<file path="config.mk">
export PLATFORM = sky130hd
export DESIGN_NAME = serial_tx
export DESIGN_NICKNAME = d
export VERILOG_FILES = /design/src/rtl/serial_tx_pkg.sv /design/src/rtl/serial_baud_gen.sv /design/src/rtl/serial_tx.sv
export SDC_FILE = /design/constraint.sdc
export NUM_CORES = 1
export LEC_CHECK = 0
export ABC_CLOCK_PERIOD_IN_PS = 2600
export CORE_MARGIN = 4
export CORE_UTILIZATION = 41
export CTS_CLUSTER_SIZE = 28
export DETAILED_ROUTE_END_ITERATION = 8
export GPL_TIMING_DRIVEN = 0
export MAX_ROUTING_LAYER = met4
export PLACE_DENSITY_LB_ADDON = 0.3
export SLEW_MARGIN = 15
export SYNTH_ARGS = -nofsm -noshare
export SYNTH_HDL_FRONTEND = slang
export SYNTH_HIERARCHICAL = 1
export SYNTH_SLANG_ARGS = --single-unit
export TNS_END_PERCENT = 50
</file>
<file path="constraint.sdc">
create_clock -name clk -period 2.6 [get_ports clk]
set_input_delay 0.52 -clock clk [delete_from_list [all_inputs] [get_ports clk]]
set_output_delay 0.52 -clock clk [all_outputs]
set_load 0.01 [all_outputs]
</file>
<file path="src/rtl/serial_tx_pkg.sv">
// Shared definitions for the serial transmitter and its baud generator.
//   state_e   : frame state encoding, also used by the matching receiver
//   LINE_IDLE : level the serial line rests at between frames
package serial_tx_pkg;

    typedef enum logic [2:0] {
        S_IDLE   = 3'd0,
        S_START  = 3'd1,
        S_DATA   = 3'd2,
        S_PARITY = 3'd3,
        S_STOP   = 3'd4
    } state_e;

    localparam logic LINE_IDLE = 1'b1;

endpackage

</file>
<file path="src/rtl/serial_baud_gen.sv">
// Bit-period counter shared by the serial transmitter and receiver.
// Counts 0..DIV-1 while enabled and pulses tick_o on the DIV-1 cycle.
//   clk    : system clock, rising edge
//   rst_n  : asynchronous active-low reset
//   clr_i  : restart the count at 0 on the next edge (wins over en_i)
//   en_i   : advance the count
//   tick_o : high for one cycle when the count is at DIV-1 and enabled
module serial_baud_gen #(
    parameter int DIV = 4
) (
    input  logic clk,
    input  logic rst_n,
    input  logic clr_i,
    input  logic en_i,
    output logic tick_o
);

    localparam int CW = (DIV > 1) ? $clog2(DIV) : 1;
    localparam logic [CW-1:0] LAST = CW'(DIV - 1);

    logic [CW-1:0] cnt_q, cnt_d;

    assign tick_o = en_i && (cnt_q == LAST);

    always_comb begin
        cnt_d = cnt_q;
        if (clr_i) begin
            cnt_d = '0;
        end else if (en_i) begin
            cnt_d = tick_o ? '0 : cnt_q + 1'b1;
        end
    end

    always_ff @(posedge clk or negedge rst_n) begin
        if (!rst_n) begin
            cnt_q <= '0;
        end else begin
            cnt_q <= cnt_d;
        end
    end

endmodule

</file>
<file path="src/rtl/serial_tx.sv">
// Asynchronous-serial transmitter: start bit, WIDTH data bits LSB first,
// optional parity bit, stop bit. One word can wait in a buffer while a
// frame is shifting so consecutive frames follow with no idle gap.
//   clk     : system clock, rising edge
//   rst_n   : asynchronous active-low reset
//   data_i  : word to send, sampled only when accepted
//   valid_i : data_i is valid
//   ready_o : a word can be accepted (buffer empty), registered
//   tx_o    : serial line, idle high
//   busy_o  : a frame is in flight
module serial_tx
    import serial_tx_pkg::*;
#(
    parameter int WIDTH      = 8,
    parameter int DIV        = 4,
    parameter int PARITY_EN  = 0,
    parameter int PARITY_ODD = 0
) (
    input  logic             clk,
    input  logic             rst_n,
    input  logic [WIDTH-1:0] data_i,
    input  logic             valid_i,
    output logic             ready_o,
    output logic             tx_o,
    output logic             busy_o
);

    localparam int BW = (WIDTH > 1) ? $clog2(WIDTH) : 1;
    localparam logic [BW-1:0] LAST_BIT = BW'(WIDTH - 1);
    localparam logic ODD_BIT = (PARITY_ODD != 0);

    state_e           state_q, state_d;
    logic [WIDTH-1:0] shift_q, shift_d;
    logic [WIDTH-1:0] buf_q, buf_d;
    logic             buf_full_q, buf_full_d;
    logic             par_q, par_d;
    logic [BW-1:0]    bit_q, bit_d;
    logic             tick;
    logic             accept;
    logic             load;
    logic             load_from_buf;
    logic [WIDTH-1:0] load_word;

    function automatic logic frame_parity(input logic [WIDTH-1:0] w);
        return (^w) ^ ODD_BIT;
    endfunction

    // ready_o depends only on a register, so valid_i never reaches it combinationally.
    assign ready_o = !buf_full_q;
    assign accept  = valid_i && ready_o;

    serial_baud_gen #(
        .DIV (DIV)
    ) u_baud (
        .clk    (clk),
        .rst_n  (rst_n),
        .clr_i  (load),
        .en_i   (state_q != S_IDLE),
        .tick_o (tick)
    );

    // State register
    always_ff @(posedge clk or negedge rst_n) begin
        if (!rst_n) begin
            state_q <= S_IDLE;
        end else begin
            state_q <= state_d;
        end
    end

    // Next state; load marks the edge a new word enters the shift register
    always_comb begin
        state_d       = state_q;
        load          = 1'b0;
        load_from_buf = 1'b0;
        case (state_q)
            S_IDLE: begin
                if (buf_full_q) begin
                    state_d       = S_START;
                    load          = 1'b1;
                    load_from_buf = 1'b1;
                end else if (accept) begin
                    state_d = S_START;
                    load    = 1'b1;
                end
            end
            S_START: begin
                if (tick) state_d = S_DATA;
            end
            S_DATA: begin
                if (tick && (bit_q == LAST_BIT)) begin
                    state_d = (PARITY_EN != 0) ? S_PARITY : S_STOP;
                end
            end
            S_PARITY: begin
                if (tick) state_d = S_STOP;
            end
            S_STOP: begin
                if (tick) begin
                    // Buffered word first; otherwise a same-edge accept chains directly.
                    if (buf_full_q) begin
                        state_d       = S_START;
                        load          = 1'b1;
                        load_from_buf = 1'b1;
                    end else if (accept) begin
                        state_d = S_START;
                        load    = 1'b1;
                    end else begin
                        state_d = S_IDLE;
                    end
                end
            end
            default: state_d = S_IDLE;
        endcase
    end

    // Outputs
    always_comb begin
        tx_o = LINE_IDLE;
        case (state_q)
            S_START:  tx_o = 1'b0;
            S_DATA:   tx_o = shift_q[0];
            S_PARITY: tx_o = par_q;
            S_STOP:   tx_o = 1'b1;
            default:  tx_o = LINE_IDLE;
        endcase
        busy_o = (state_q != S_IDLE);
    end

    // Datapath next values
    always_comb begin
        load_word  = load_from_buf ? buf_q : data_i;
        buf_full_d = buf_full_q;
        buf_d      = buf_q;
        shift_d    = shift_q;
        par_d      = par_q;
        bit_d      = bit_q;
        if (load_from_buf) begin
            buf_full_d = 1'b0;
        end else if (accept && !load) begin
            // Accepted while a frame is shifting: park it in the buffer.
            buf_full_d = 1'b1;
            buf_d      = data_i;
        end
        if (load) begin
            shift_d = load_word;
            par_d   = frame_parity(load_word);
            bit_d   = '0;
        end else if ((state_q == S_DATA) && tick) begin
            shift_d = shift_q >> 1;
            bit_d   = (bit_q == LAST_BIT) ? '0 : bit_q + 1'b1;
        end
    end

    always_ff @(posedge clk or negedge rst_n) begin
        if (!rst_n) begin
            buf_full_q <= 1'b0;
            bit_q      <= '0;
        end else begin
            buf_full_q <= buf_full_d;
            bit_q      <= bit_d;
        end
    end

    // Word storage carries no reset; it is only read after a load.
    always_ff @(posedge clk) begin
        shift_q <= shift_d;
        buf_q   <= buf_d;
        par_q   <= par_d;
    end

endmodule

</file>
After elaboration in Yosys (flattened, before gate mapping) --
Index checks and enable logic that the tools add are counted.
Word-level totals: register bits after elaboration 26, input bits 11, output and inout port bits 3, word-level logic and storage cells 64
Cells by class: add/subtract/negate cells 2, equal/unequal tests 11, mux-type cells 28, bitwise gates (word level) 1, reduce and logical (&&, ||, !) cells 15
Operator list (count):
- $mux 3 | 9
- $mux 8 | 3
- $pmux 3 s5 | 1
- $mux 1 | 9
- $ne 2x2->1 const B | 4
- $reduce_xor 8->1 | 1
- $eq 3x2->1 const B | 2
- $eq 3x3->1 const B | 2
- $mux 2 | 3
- $reduce_bool 2->1 | 3
- $logic_and 1x1->1 | 5
- $reduce_and 5->1 | 1
- $pmux 1 s2 | 2
- $add 3x1->3 const B | 1
- $eq 3x1->1 const B | 1
- $logic_not 3->1 | 1
- $ne 3x3->1 const B | 1
- $pmux 1 s3 | 1
- $reduce_bool 3->1 | 1
- $add 2x1->2 const B | 1
- $eq 2x2->1 const B | 1
- $logic_not 1->1 | 2
- $reduce_and 2->1 | 1
- $not 1->1 | 1

Depth between registers and ports, before layout --
word-level depth 10, gate-level depth with buffers 7

By module --
Netlist, hierarchy kept.
Modules (own cells, without submodules):
- serial_tx | times used 1, cells an instance 102, area an instance 1237.4 um2
- serial_baud_gen | times used 1, cells an instance 9, area an instance 106.4 um2

Worst setup path before layout --
No wires, ideal clock.
path type register to register, from register state_q[2], to register buf_q[0], enable pin, library setup time 0.385 ns, arrival time 2.133 ns, data required time 2.215 ns, slack 0.081 ns, stages on the path, launching flop included 6, path buffers 0, period minus slack after synthesis 2.519 ns, path through dfrtp_1 or3_1 and2_1 and2b_4 nor2_1 nor3b_1
Between the ends: cells in the longest elaborated chain, start to end 7
Ends and longest elaborated chain:
- start, declared | line serial_tx.sv:32 | state_e state_q, state_d;
- start signal, assigned | line serial_tx.sv:67 | state_q <= state_d;
- $reduce_bool 3->1 (*)
- via busy_o | line serial_tx.sv:25 | output logic busy_o
- $logic_and 1x1->1 (*) | line serial_baud_gen.sv:23 | assign tick_o = en_i && (cnt_q == LAST);
- via tick | line serial_tx.sv:38 | logic tick;
- $mux 1 | line serial_tx.sv:99 | if (tick) begin
- $pmux 1 s2 | line serial_tx.sv:76 | case (state_q)
- $logic_not 1->1 | line serial_tx.sv:140 | end else if (accept && !load) begin
- $logic_and 1x1->1 | line serial_tx.sv:140
- $reduce_and 2->1 (no source line) (*)
- end signal, assigned | line serial_tx.sv:168 | buf_q <= buf_d;
- end, declared | line serial_tx.sv:34 | logic [WIDTH-1:0] buf_q, buf_d;
The timed path passes the listed nets; every way through them passes the cells marked *. A chain may end at the register's enable or synchronous reset.

Worst setup path after layout --
from register state_q[2], to register buf_q[2], enable pin
Between the ends: cells in the longest elaborated chain, start to end 7
Ends and longest elaborated chain:
- $reduce_bool 3->1 (*) | line serial_tx.sv:58 | .en_i (state_q != S_IDLE),
- $logic_and 1x1->1 (*) | line serial_baud_gen.sv:23
- via tick | line serial_tx.sv:38
- $mux 1 | line serial_tx.sv:99
- $pmux 1 s2 | line serial_tx.sv:76
- $logic_not 1->1 | line serial_tx.sv:140
- $logic_and 1x1->1 | line serial_tx.sv:140
- $reduce_and 2->1 (no source line) (*)
Marked as above.

==> metrics.txt <==
# TYPE chip_impl_metric gauge
chip_impl_info{name="run_status",value="finished, final reports clean"} 1
chip_impl_metric{name="core.rowCount",unit=""} 20
chip_impl_metric{name="yosysSeqAreaShare",unit=""} 0.5475
chip_impl_metric{name="avgSynthCellArea",unit="sq um"} 12.11
chip_impl_metric{name="cp_required",unit="ns"} 2.59
chip_impl_info{name="grt_setup_unrepaired",value="no"} 1
chip_impl_metric{name="report.final.hold_viol_count",unit=""} 0
chip_impl_metric{name="muxShareOfSynthArea",unit=""} 0.08939
chip_impl_metric{name="wire_length_of_the_first_global_routing_pass",unit="um"} 3719
chip_impl_metric{name="finalCritPeriodShare",unit=""} 0.8984
chip_impl_metric{name="achievable-frequency",unit="GHz"} 0.4281
chip_impl_metric{name="slew_headroom",unit=""} 0.6899
chip_impl_metric{name="synth_compound_gate_area_share",unit=""} 0.08101
chip_impl_metric{name="nets",unit=""} 143
chip_impl_metric{name="timing.critical_path.slowest_cell_delay",unit="ns"} 0.49
chip_impl_metric{name="buffer_ports.inserted",unit=""} 13
chip_impl_metric{name="insertedDiodeCount",unit=""} 0
chip_impl_metric{name="place_worst_setup_slack",unit="ns"} 0.1060
chip_impl_metric{name="hpwlAfterDp",unit="um"} 1672
chip_impl_info{name="cts.root.buffer_cell",value="clkbuf_4"} 1
chip_impl_metric{name="synthToLayoutAreaGrowth",unit="%"} 17.32
chip_impl_metric{name="antenna_found_initial",unit=""} 0
chip_impl_info{name="type_of_the_most_critical_hold_path",value="in2async"} 1
chip_impl_metric{name="synth_seq_cells",unit=""} 26
chip_impl_metric{name="avgRoutedWirePerCell",unit="um"} 12.96
chip_impl_info{name="timing.critical_path.slowest_stage_cell",value="dfrtp_1"} 1
chip_impl_info{name="r2r_start",value="state_q[2]"} 1
chip_impl_info{name="dominant_combinational_cell_family_by_area_after_synthesis",value="simple AND/OR/NAND/NOR gates"} 1
chip_impl_metric{name="maxCapViolCount",unit=""} 0
chip_impl_metric{name="detail_route.vias_per_cell",unit=""} 4.942
chip_impl_metric{name="clk_transition_reported_paths",unit="ns"} 0.15
chip_impl_metric{name="aggregate_global_route_resource_usage",unit=""} 0.1162
chip_impl_metric{name="detailedRoute.firstIterationViolations",unit=""} 51
chip_impl_info{name="cts_tree",value="done"} 1
chip_impl_metric{name="placed_cell_area",unit="sq mm"} 0.001534
chip_impl_metric{name="synth.yosys.warnings",unit=""} 6
chip_impl_metric{name="drive_gt1_frac",unit=""} 0.1563
chip_impl_metric{name="pin_count",unit=""} 14
chip_impl_metric{name="design.die.area",unit="sq mm"} 0.004258
chip_impl_info{name="worstReg2RegEnd",value="buf_q[2]"} 1
chip_impl_metric{name="drt-pass1-iter-count",unit=""} 4
chip_impl_metric{name="synth_area",unit="sq mm"} 0.001344
chip_impl_metric{name="cellLeakagePower",unit="nW"} 0.6152
chip_impl_metric{name="seq_power_share",unit=""} 0.434
chip_impl_metric{name="worst_clock_skew",unit="ns"} 0.007594
chip_impl_metric{name="synthAdderAreaFrac",unit=""} 0.02793
chip_impl_metric{name="worst_reg2reg_path_length_in_cells",unit=""} 5
chip_impl_metric{name="clkLatencyLatePin",unit="ns"} 0.33
chip_impl_metric{name="crit_fanout",unit=""} 8
chip_impl_metric{name="max-vdd-ir-drop",unit="uV"} 597.4
chip_impl_metric{name="switching_power_of_the_nets",unit="mW"} 0.5714
chip_impl_metric{name="period_minus_slack",unit="ns"} 2.336
chip_impl_metric{name="power.share.combinational",unit=""} 0.433
chip_impl_metric{name="synth.net_count",unit=""} 125
chip_impl_metric{name="chipHeight",unit="um"} 65.25
chip_impl_metric{name="syn-instance-count",unit=""} 111
chip_impl_metric{name="switch_share",unit=""} 0.3577
chip_impl_info{name="cp-end-kind",value="flip-flop"} 1
chip_impl_metric{name="tightest_pin_transition",unit="ns"} 0.4647
chip_impl_metric{name="worstPathArrival",unit="ns"} 2.33
chip_impl_metric{name="final_critical_path_setup_slack",unit="ns"} 0.2642
chip_impl_info{name="timing.setup.critical_path_class",value="reg2reg"} 1
chip_impl_metric{name="detail_route.drc_violations",unit=""} 0
chip_impl_metric{name="cts-root-to-sink-buffers",unit=""} 2
chip_impl_info{name="most_used_cells_in_the_layout_excluding_fill_and_tap_cells",value="17 x nor2_1, 17 x edfxtp_1, 14 x xnor2_1"} 1
chip_impl_metric{name="initial_core_util",unit=""} 0.4331
chip_impl_metric{name="report.final.slew_viol_count",unit=""} 0
chip_impl_metric{name="cts_hold_buf",unit=""} 0
chip_impl_metric{name="final_cell_area",unit="sq mm"} 0.001577
chip_impl_metric{name="die_w",unit="um"} 65.25
chip_impl_info{name="timing.critical_path.from_type",value="flip-flop"} 1
chip_impl_metric{name="critical_path_depth",unit=""} 5
chip_impl_metric{name="gp_congestion",unit=""} 0.7886
chip_impl_metric{name="synth_simple_gate_area_share",unit=""} 0.1425
chip_impl_metric{name="finalWirelength",unit="um"} 2229
chip_impl_info{name="crit_chain",value="or3_1 -> and2_1 -> and2b_4 -> nor2_1 -> nor3b_4"} 1
chip_impl_metric{name="first_global_vias",unit=""} 846
chip_impl_metric{name="timing.reg2reg.setup_slack",unit="ns"} 0.26
chip_impl_info{name="critical-path-top-delay-family",value="simple AND/OR/NAND/NOR gates"} 1
chip_impl_metric{name="core_region_area",unit="sq mm"} 0.003103
chip_impl_metric{name="clock_share_of_power",unit=""} 0.133
chip_impl_metric{name="cp.buffers_inverters",unit=""} 0
chip_impl_metric{name="cts.sink_count",unit=""} 26
chip_impl_metric{name="power-per-cell-area",unit="mW/mm^2"} 1013
chip_impl_metric{name="globalRouteOverflowTotal",unit=""} 0
chip_impl_metric{name="cts.htree.levels",unit=""} 1
chip_impl_metric{name="synth_xor_xnor_area_share",unit=""} 0.09125
chip_impl_metric{name="dr_total_vias",unit=""} 850
chip_impl_metric{name="antenna_violating_nets_post_route",unit=""} 0
chip_impl_metric{name="filler_cell_count",unit=""} 305
chip_impl_metric{name="tritoncts.num_buffers",unit=""} 3
chip_impl_metric{name="cellInternalPower",unit="mW"} 1.026
chip_impl_metric{name="final-setup-viol-count",unit=""} 0
chip_impl_metric{name="grt_max_degree",unit=""} 15
chip_impl_metric{name="hold_ws",unit="ns"} 0.4704
chip_impl_metric{name="post_synth_num_cell_types",unit=""} 29
cell type report:
class | instances | area [sq um] | share of cell area
multi-input combinational | 80 | 591.8 | 0.3754
sequential | 26 | 735.7 | 0.4667
inverter | 2 | 7.507 | 0.004762
buffer | 3 | 20.02 | 0.01270
tap | 44 | 55.05 | 0.03492
clock buffer | 4 | 36.28 | 0.02302
timing repair buffer | 13 | 130.1 | 0.08254
layer usage:
metal	part of all wire	GRT usage	vias to the layer above
li1	-	-	422
met1	0.44	0.1379	409
met2	0.51	0.1947	19
met3	0.049	0.04274	0
met4	0	0.01554	0
met5	0	-	-
kinds of logic (layout without fill, tap and decap cells):
| kind of cell | after synthesis | after routing |
|---|---|---|
| flip-flops | 26 | 26 |
| multiplexers | 12 | 12 |
| AO/OA/AOI/OAI | 14 | 14 |
| buffers and inverters | 5 | 22 |
| AND/OR/NAND/NOR | 37 | 37 |
| adder cells (fa/ha/maj) | 3 | 3 |
| XOR/XNOR | 14 | 14 |
metrics by stage:
stage | utilization | std cells | power [mW] | TNS, ns
6_report | 0.5081 | 172 | 1.597 | 0
5_1_grt | 0.5081 | 172 | 1.707 | 0
4_1_cts | 0.5060 | 172 | 1.602 | 0
3_5_place_dp | 0.4944 | 168 | 1.396 | 0
3_3_place_gp | 0.4927 | 168 | 1.365 | -2.494
2_1_floorplan | - | 111 | 1.203 | 0
worst max path at each step:
stage	to	startpoint
after floorplan	buf_q[0]	state_q[2]
after global placement	buf_q[6]	state_q[2]
after detailed placement	buf_q[6]	state_q[2]
after CTS	buf_q[0]	state_q[2]
after global routing	buf_q[0]	state_q[2]
final	buf_q[2]	state_q[2]
registers in the layout, summed over array words and instances, names as in the netlist:
name,count
shift_q,8
state_q,3
buf_full_q,1
buf_q,8
par_q,1
bit_q,3
u_baud/cnt_q,2
synthesized netlist by cell type, drive strengths merged:
cell	number	area (sq um)
a21o	1	7.510
a21oi	10	80.08
a22oi	1	7.510
and2	1	6.260
and2b	1	10.01
and3	1	6.260
buf	3	20.01
dfrtp	9	225.2
edfxtp	17	510.5
ha	3	37.54
inv	2	7.510
mux2i	12	120.1
nand2	4	15.01
nand2b	2	12.51
nand3	1	5.000
nor2	17	63.81
nor2b	1	6.260
nor3	3	25.02
nor3b	1	7.510
o21ai	1	5.000
o32ai	1	8.760
or2	3	18.77
or3	1	6.260
or3b	1	8.760
xnor2	14	122.6
worst register-to-register path: stages (launching register included):
cell	delay [ns]
dfrtp_1	0.49
or3_1	0.47
and2_1	0.24
and2b_4	0.28
nor2_1	0.08
nor3b_4	0.43
timing repair:
action	CTS	global route
setup buffers	0	0
gates resized for setup	0	1
endpoints found under the setup margin	0	8
power by group through the flow:
| stage | Clock [mW] | Sequential, mW | Combinational (mW) |
|---|---|---|---|
| floorplan | 0 | 0.681 | 0.522 |
| global placement | 0 | 0.695 | 0.670 |
| detailed placement | 0 | 0.703 | 0.693 |
| CTS | 0.214 | 0.693 | 0.695 |
| global route | 0.234 | 0.709 | 0.764 |
| finish | 0.212 | 0.693 | 0.692 |
Power figures use the tool's default switching activity.
